[config.mk]
export PLATFORM = sky130hd
export DESIGN_NAME = writeback_arbiter_flat
export DESIGN_NICKNAME = d
export VERILOG_FILES = /design/src/rtl/writeback_arbiter_if.sv /design/src/rtl/writeback_arbiter.sv /design/src/flat_wrapper.sv
export SDC_FILE = /design/constraint.sdc
export NUM_CORES = 1
export LEC_CHECK = 0
export ABC_AREA = 1
export ABC_CLOCK_PERIOD_IN_PS = 9800
export BUFFER_PORTS_ARGS = -buffer_cell sky130_fd_sc_hd__buf_2
export CAP_MARGIN = 20
export CORE_MARGIN = 4
export CORE_UTILIZATION = 30
export DETAILED_ROUTE_END_ITERATION = 8
export PLACE_DENSITY = 0.46
export SLEW_MARGIN = 0
export SYNTH_ARGS = -nofsm -noshare
export SYNTH_HDL_FRONTEND = slang
export SYNTH_SLANG_ARGS = --single-unit
[constraint.sdc]
create_clock -name clk -period 9.8 [get_ports clk]
set_clock_uncertainty 0.1 [all_clocks]
set_input_delay 1.96 -clock clk [delete_from_list [all_inputs] [get_ports clk]]
set_output_delay 1.96 -clock clk [all_outputs]
set_load 0.01 [all_outputs]
[src/rtl/writeback_arbiter_if.sv]
// ============================================================================
//  Module      : writeback_arbiter_if
//  Description : Bundle of the ALU result, load result and register-file write
//                signals around the writeback arbiter.
//  Revision    : 1.0 - initial release
// ============================================================================
`default_nettype none

interface writeback_arbiter_if #(
  parameter int XLEN = 64
);
  logic            alu_valid;
  logic [4:0]      alu_rd;
  logic [XLEN-1:0] alu_data;
  logic            ld_valid;
  logic [4:0]      ld_rd;
  logic [XLEN-1:0] ld_data;
  logic            ld_ready;
  logic            stall_alu;
  logic            reg_write;
  logic [4:0]      write_reg;
  logic [XLEN-1:0] write_data;
  logic [1:0]      pending;

  // Pipeline side: produces results, observes the register-file write.
  modport master (
    output alu_valid, alu_rd, alu_data, ld_valid, ld_rd, ld_data,
    input  ld_ready, stall_alu, reg_write, write_reg, write_data, pending
  );

  // Arbiter side.
  modport slave (
    input  alu_valid, alu_rd, alu_data, ld_valid, ld_rd, ld_data,
    output ld_ready, stall_alu, reg_write, write_reg, write_data, pending
  );
endinterface

`default_nettype wire

[src/rtl/writeback_arbiter.sv]
// ============================================================================
//  Module      : writeback_arbiter
//  Description : Merges ALU and load results onto one register-file write
//                port. ALU results win; loads are buffered in a 2-entry FIFO
//                and written in acceptance order.
//  Revision    : 1.0 - initial release
// ============================================================================
`default_nettype none

module writeback_arbiter #(
  parameter int XLEN  = 64,
  parameter int DEPTH = 2    // queue logic assumes exactly two entries
) (
  input  logic               clk,
  input  logic               reset_n,
  writeback_arbiter_if.slave bus
);

  localparam logic [1:0] C_FULL = 2'd2;

  // Queue state: 1-bit pointers wrap naturally over the two entries.
  logic [1:0]      r_pending;
  logic            r_wr_ptr;
  logic            r_rd_ptr;
  logic [4:0]      r_q_rd   [DEPTH];
  logic [XLEN-1:0] r_q_data [DEPTH];

  // Registered write port.
  logic            r_reg_write;
  logic [4:0]      r_write_reg;
  logic [XLEN-1:0] r_write_data;

  logic            w_ld_ready;
  logic            w_alu_live;
  logic            w_ld_live;
  logic            w_q_empty;
  logic            w_pop;
  logic            w_bypass;
  logic            w_push;
  logic [1:0]      w_pending_next;
  logic            w_sel_valid;
  logic [4:0]      w_sel_rd;
  logic [XLEN-1:0] w_sel_data;

  // Readiness comes only from the registered count, so there is no
  // combinational path from ld_valid back to ld_ready.
  assign w_ld_ready = (r_pending < C_FULL);
  assign w_q_empty  = (r_pending == 2'd0);

  // Writes to x0 are meaningless: such ALU results are ignored and such
  // loads are accepted but dropped.
  assign w_alu_live = bus.alu_valid && (bus.alu_rd != 5'd0);
  assign w_ld_live  = bus.ld_valid && w_ld_ready && (bus.ld_rd != 5'd0);

  // ALU first, then queue head, then a load straight through an empty queue.
  assign w_pop    = !w_alu_live && !w_q_empty;
  assign w_bypass = !w_alu_live && w_q_empty && w_ld_live;
  assign w_push   = w_ld_live && !w_bypass;

  // Select the source for next cycle's register-file write.
  always_comb begin
    w_sel_valid = 1'b0;
    w_sel_rd    = r_write_reg;
    w_sel_data  = r_write_data;
    if (w_alu_live) begin
      w_sel_valid = 1'b1;
      w_sel_rd    = bus.alu_rd;
      w_sel_data  = bus.alu_data;
    end else if (w_pop) begin
      w_sel_valid = 1'b1;
      w_sel_rd    = r_q_rd[r_rd_ptr];
      w_sel_data  = r_q_data[r_rd_ptr];
    end else if (w_bypass) begin
      w_sel_valid = 1'b1;
      w_sel_rd    = bus.ld_rd;
      w_sel_data  = bus.ld_data;
    end
  end

  // Occupancy update; simultaneous push and pop leaves it unchanged.
  always_comb begin
    w_pending_next = r_pending;
    case ({w_push, w_pop})
      2'b10:   w_pending_next = r_pending + 2'd1;
      2'b01:   w_pending_next = r_pending - 2'd1;
      default: w_pending_next = r_pending;
    endcase
  end

  // Control state and write port; reset also cancels any scheduled write.
  always_ff @(posedge clk or negedge reset_n) begin
    if (!reset_n) begin
      r_pending    <= 2'd0;
      r_wr_ptr     <= 1'b0;
      r_rd_ptr     <= 1'b0;
      r_reg_write  <= 1'b0;
      r_write_reg  <= 5'd0;
      r_write_data <= '0;
    end else begin
      r_pending   <= w_pending_next;
      r_reg_write <= w_sel_valid;
      if (w_push) r_wr_ptr <= r_wr_ptr + 1'b1;
      if (w_pop)  r_rd_ptr <= r_rd_ptr + 1'b1;
      if (w_sel_valid) begin
        r_write_reg  <= w_sel_rd;
        r_write_data <= w_sel_data;
      end
    end
  end

  // Queue payload storage; contents are only meaningful below r_pending.
  always_ff @(posedge clk) begin
    if (w_push) begin
      r_q_rd[r_wr_ptr]   <= bus.ld_rd;
      r_q_data[r_wr_ptr] <= bus.ld_data;
    end
  end

  assign bus.ld_ready   = w_ld_ready;
  assign bus.stall_alu  = (r_pending == C_FULL);
  assign bus.reg_write  = r_reg_write;
  assign bus.write_reg  = r_write_reg;
  assign bus.write_data = r_write_data;
  assign bus.pending    = r_pending;

endmodule

`default_nettype wire

[src/flat_wrapper.sv]
// flat-port wrapper written by rule: the top's interface ports become plain ports
module writeback_arbiter_flat 
#(
  parameter int XLEN  = 64,
  parameter int DEPTH = 2                                              
)
  (clk, reset_n, bus_alu_valid, bus_alu_rd, bus_alu_data, bus_ld_valid, bus_ld_rd, bus_ld_data, bus_ld_ready, bus_stall_alu, bus_reg_write, bus_write_reg, bus_write_data, bus_pending);
  writeback_arbiter_if #(.XLEN(XLEN)) bus_i ();
  input  logic clk;
  input  logic reset_n;
  input wire logic [$bits(bus_i.alu_valid)-1:0] bus_alu_valid;
  input wire logic [$bits(bus_i.alu_rd)-1:0] bus_alu_rd;
  input wire logic [$bits(bus_i.alu_data)-1:0] bus_alu_data;
  input wire logic [$bits(bus_i.ld_valid)-1:0] bus_ld_valid;
  input wire logic [$bits(bus_i.ld_rd)-1:0] bus_ld_rd;
  input wire logic [$bits(bus_i.ld_data)-1:0] bus_ld_data;
  output wire logic [$bits(bus_i.ld_ready)-1:0] bus_ld_ready;
  output wire logic [$bits(bus_i.stall_alu)-1:0] bus_stall_alu;
  output wire logic [$bits(bus_i.reg_write)-1:0] bus_reg_write;
  output wire logic [$bits(bus_i.write_reg)-1:0] bus_write_reg;
  output wire logic [$bits(bus_i.write_data)-1:0] bus_write_data;
  output wire logic [$bits(bus_i.pending)-1:0] bus_pending;
  assign bus_i.alu_valid = bus_alu_valid;
  assign bus_i.alu_rd = bus_alu_rd;
  assign bus_i.alu_data = bus_alu_data;
  assign bus_i.ld_valid = bus_ld_valid;
  assign bus_i.ld_rd = bus_ld_rd;
  assign bus_i.ld_data = bus_ld_data;
  assign bus_ld_ready = bus_i.ld_ready;
  assign bus_stall_alu = bus_i.stall_alu;
  assign bus_reg_write = bus_i.reg_write;
  assign bus_write_reg = bus_i.write_reg;
  assign bus_write_data = bus_i.write_data;
  assign bus_pending = bus_i.pending;
  writeback_arbiter #(.XLEN(XLEN), .DEPTH(DEPTH)) u_core (.clk(clk), .reset_n(reset_n), .bus(bus_i));
endmodule
### After elaboration in Yosys (flattened, before gate mapping)

Memories as Yosys holds them, arrays and structs flattened.
Cells that the tools add are included.

| operators by class | value |
|---|---|
| add/sub/neg operators | 4 |
| magnitude comparators | 1 |
| equality and inequality tests | 3 |
| mux-type cells | 12 |
| reduce and logical (&&, ||, !) cells | 16 |

Operators with widths:

| kind | number |
|---|---|
| 2-to-1 mux 64 bit | 3 |
| 2-to-1 mux 5 bit | 3 |
| nonzero test 5 bit | 2 |
| logical AND 1 bit | 7 |
| 2-to-1 mux 1 bit | 5 |
| == test 2 bit (second input constant) | 2 |
| case mux 2 bit (2 select lines) | 1 |
| zero test 1 bit | 3 |
| nonzero test 3 bit | 1 |
| adder 1 bit (second input constant) | 2 |
| adder 2 x 1 -> 2 bit (second input constant) | 1 |
| == test 2 x 1 -> 1 bit (second input constant) | 1 |
| zero test 2 bit | 1 |
| < comparator 2 bit (second input constant) | 1 |
| AND reduction 2 bit | 1 |
| nonzero test 2 bit | 1 |
| subtractor 2 x 1 -> 2 bit (second input constant) | 1 |

| word-level totals | value |
|---|---|
| flip-flop bits (word level) | 74 |
| memory bits (writable) | 138 |
| input port bits | 142 |
| memories kept | 2 |

Memory list:

| name | depth | bits a word | rd ports | clocked after memory_dff | wr ports | RTL line | RTL |
|---|---|---|---|---|---|---|---|
| u_core.r_q_data | 2 | 64 | 1 | 0 | 1 | writeback_arbiter.sv:26 | `logic [XLEN-1:0] r_q_data [DEPTH];` |
| u_core.r_q_rd | 2 | 5 | 1 | 0 | 1 | writeback_arbiter.sv:25 | `logic [4:0] r_q_rd [DEPTH];` |

### Depth between registers and ports, before layout

| logic depth | value |
|---|---|
| depth in word-level cells | 9 |
| depth in mapped cells | 12 |

### Least setup slack after synthesis

No wires, ideal clock.

| path | value |
|---|---|
| kind | input to register |
| start point | input port bus_alu_rd[0] |
| end point | memory u_core.r_q_data[1][0] (enable) |
| library setup time | 0.498 ns |
| arrival | 5.462 ns |
| setup slack | 3.740 ns |
| stages | 8 |
| path buffers | 2 |
| path through | nor2_1 nand3_1 nand2_2 buf_6 buf_8 nand2_1 nand2_1 nor2_1 |

| on the way | value |
|---|---|
| longest elaborated chain between the ends | 9 |

Ends and longest elaborated chain:

| item | RTL line | RTL |
|---|---|---|
| start: declaration | flat_wrapper.sv:12 | `input wire logic [$bits(bus_i.alu_rd)-1:0] bus_alu_rd;` |
| nonzero test 5 bit | writeback_arbiter.sv:52 | `assign w_alu_live = bus.alu_valid && (bus.alu_rd != 5'd0);` |
| logical AND 1 bit | writeback_arbiter.sv:52 |  |
| zero test 1 bit | writeback_arbiter.sv:57 | `assign w_bypass = !w_alu_live && w_q_empty && w_ld_live;` |
| logical AND 1 bit (2 in series) | writeback_arbiter.sv:57 |  |
| zero test 1 bit | writeback_arbiter.sv:58 | `assign w_push = w_ld_live && !w_bypass;` |
| logical AND 1 bit | writeback_arbiter.sv:58 |  |
| 2-to-1 mux 1 bit | writeback_arbiter.sv:113 | `if (w_push) begin` |
| 2-to-1 mux 1 bit (implied by the code) | writeback_arbiter.sv:115 | `r_q_data[r_wr_ptr] <= bus.ld_data;` |
| end: declaration | writeback_arbiter.sv:26 |  |

Every way passes these cells.

### Worst setup path in the final report

| path | value |
|---|---|
| start point | input port bus_alu_rd[0] |
| end point | memory u_core.r_q_rd[0][4] (enable) |

| on the way | value |
|---|---|
| longest elaborated chain between the ends | 9 |

Ends and longest elaborated chain:

| item | RTL line | RTL |
|---|---|---|
| nonzero test 5 bit | writeback_arbiter.sv:52 |  |
| logical AND 1 bit | writeback_arbiter.sv:52 |  |
| zero test 1 bit | writeback_arbiter.sv:57 |  |
| logical AND 1 bit (2 in series) | writeback_arbiter.sv:57 |  |
| zero test 1 bit | writeback_arbiter.sv:58 |  |
| logical AND 1 bit | writeback_arbiter.sv:58 |  |
| 2-to-1 mux 1 bit | writeback_arbiter.sv:113 |  |
| 2-to-1 mux 1 bit (implied by the code) | writeback_arbiter.sv:114 | `r_q_rd[r_wr_ptr] <= bus.ld_rd;` |
| end: declaration | writeback_arbiter.sv:25 |  |

Every way passes these cells.

==> out/metrics.yaml <==
run:
  cap_violations: 0
global_route:
  grt_pass1_wl_um: 43700
  grtUsageTotal: 0.153
  overflow: 0
  grt_pass1_vias: 7661
  grt_start_max_net_pins: 93
  antenna_found_initial: 2
route:
  firstDrtPassIters: 5
  wl_met3_um: 1140
  drc_errors: 0
  top_layer_used: "met5"
  wl_met2_um: 12900
  wl_per_cell_um: 16.3
  drt_iter0_drc: 398
  wirelength_um: 27400
  avgViaCountPerCell: 4.50
  met1_length_um: 12900
  vias: 7570
  ant_nets: 0
clocking:
  post_cts_resized: 0
  cts_hold_buf: 0
  root_buffer: "clkbuf_16"
  cts_buffers: 26
  cts_max_level: 1
  numClockSinks: 212
  cts_tree: "yes"
  cts_buffer_depth: 3
  clkSlewWorstSetupHoldPaths_ps: 50
  clock_latency_ps: 520
  cts_setup_buffers: 0
place:
  gp_congestion: 0.721
  dpl.hpwl_um: 16500
  port-buffer-count: 215
synthesis:
  synth.distinct_cells: 26
  synth_ff_type: "edfxtp_1"
  ys_seq_area_frac: 0.621
  async_flop_share: 0.349
  synth_area_mm2: 0.00966
  syn_area_per_cell_um2: 9.02
  syn_inst: 1071
  yosys_warnings: 0
  synth_edf_count: 138
  synth.ff_latch_count: 212
  synth_nets: 1214
die:
  die-width_um: 187
  ios: 216
  die_h_um: 187
  coreArea_mm2: 0.0316
  row_count: 65
  dieArea_mm2: 0.0351
  start_util: 0.305
cells_and_area:
  final_common_cell: "nand2_1"
  n_fill_cell: 3230
  layout-drive-gt1-share: 0.231
  largest_reg_flops: 128
  n_antenna_cell: 0
  top_register: "u_core.r_q_data"
  area_growth_pct: 22.9
  layout_common_cells: "384 x nand2_1, 214 x buf_2, 138 x edfxtp_1"
  nets: 1404
  multi_input_area_mm2: 0.00312
  seq_area_mm2: 0.00600
pwr:
  ir_drop_v: 0.000125
  leakagePower_nw: 5.73
  power_density_mw_per_mm2: 285
setup_path:
  cp_slowest_cell: "buf_4"
  path_buf_inv: 2
  crit_chain: "buf_2, nor2_1, nand3_1, nand2_4, nand2_1, nand2_1, nor2_4, buf_4"
  required_ps: 9850
  rr_worst_depth: 6
  path_delay_family: "simple AND/OR/NAND/NOR gates"
  crit_fanout: 47
  r2r-start: "u_core.bus.pending[0]"
  crit_arrival_ps: 3990
  r2r_slack_ps: 6830
  cp-start-kind: "primary input"
  endpoint_kind: "register"
  cpMostUsedCell: "nand2_1"
  regToRegEndpoint: "u_core.bus.write_data[6]"
  slowest_delay_ps: 570
  worst-setup-path-type: "primary input to register"
timing:
  relSlewSlack: 0.338
  setup_viol: 0
  max_freq_mhz: 254
  finalCritPeriodShare: 0.402
  worst_hold_slack_ps: 382
  worst_pin_slew_ps: 994
  fin_crit_ps: 3940
  slew_viol_final: 0
  rsz0062_at_grt: "no"
  hold_viol: 0
  tns_ps: 0
min_path:
  holdCritStartpoint: "u_core.bus.write_data[57]"
  min_to: "u_core.bus.write_data[57]"
  min_path_cells: 2
  hold_class: "register to register"
outcome:
  status: "finished, final reports clean"
==> routing by layer <==
layer	track usage	up-vias
met5	0	-
met4	0.0311	4
met3	0.0263	33
met2	0.256	160
met1	0.211	3529
li1	-	3844
==> logic make-up (layout without fill, tap and decap cells) <==
group | after synthesis | in the layout | share of synthesized area
buf+inv | 125 | 335 | 0.0592
simple gates | 677 | 677 | 0.288
fa+ha+maj | 1 | 1 | 0.00130
xor+xnor | 3 | 3 | 0.00272
compound gates | 53 | 53 | 0.0285
flops | 212 | 212 | 0.621
==> tightest hold or removal path: cells and delay by family, from the launching register on <==
kind / cells / cell delay (ps)
simple gates: 1 / 50
flops: 1 / 340
compound gates: 1 / 60
==> cell type report <==
cell class / count / area share
tap: 402 / 0.0424
clock buffer: 39 / 0.0632
timing repair buffer: 227 / 0.101
clock inverter: 9 / 0.00590
multi-input combinational: 734 / 0.263
sequential: 212 / 0.505
inverter: 60 / 0.0190
==> how the worst max path moves through the flow <==
stage,start,end,depth (start not counted)
2_1_floorplan,bus_alu_rd[0],u_core.r_q_data[1][0],8
3_3_place_gp,bus_alu_rd[0],u_core.r_q_data[1][33],8
3_5_place_dp,bus_alu_rd[0],u_core.r_q_data[0][0],8
4_1_cts,bus_alu_rd[0],u_core.r_q_data[0][12],8
5_1_grt,bus_alu_rd[0],u_core.r_q_data[0][40],8
6_report,bus_alu_rd[0],u_core.r_q_rd[0][4],8
==> Yosys cell counts, types with 2 or more instances <==
cell type / number / area share
o21ai_0: 24 / 0.012
o211ai_1: 4 / 0.0031
buf_6: 4 / 0.0047
nand3_1: 131 / 0.068
buf_1: 2 / 0.00078
nand2_1: 384 / 0.15
a21oi_1: 2 / 0.0010
clkbuf_1: 13 / 0.0051
xor2_1: 2 / 0.0018
edfxtp_1: 138 / 0.43
o21ai_1: 23 / 0.012
inv_1: 58 / 0.023
or2_2: 23 / 0.015
buf_2: 43 / 0.022
buf_4: 2 / 0.0016
dfrtp_1: 74 / 0.19
nor2_1: 135 / 0.052
==> metrics by stage <==
stage	std cells	worst slack (ps)	area (um2)	util	power (mW)
final	1683	5860	11900	0.375	3.39
after global routing	1683	5610	11900	0.375	3.65
after CTS	1682	5370	11800	0.374	3.46
after detailed placement	1634	4820	11000	0.348	2.52
after global placement	1633	4770	11000	0.348	2.51
after floorplan	1071	3740	9660	-	2.07
==> report_power, final <==
part | switching, mW | internal (mW)
registers | 0.112 | 1.22
clock network | 0.362 | 0.553
logic | 0.758 | 0.379
total | 1.23 | 2.15
Note: power is estimated with default switching activity, not from simulation.
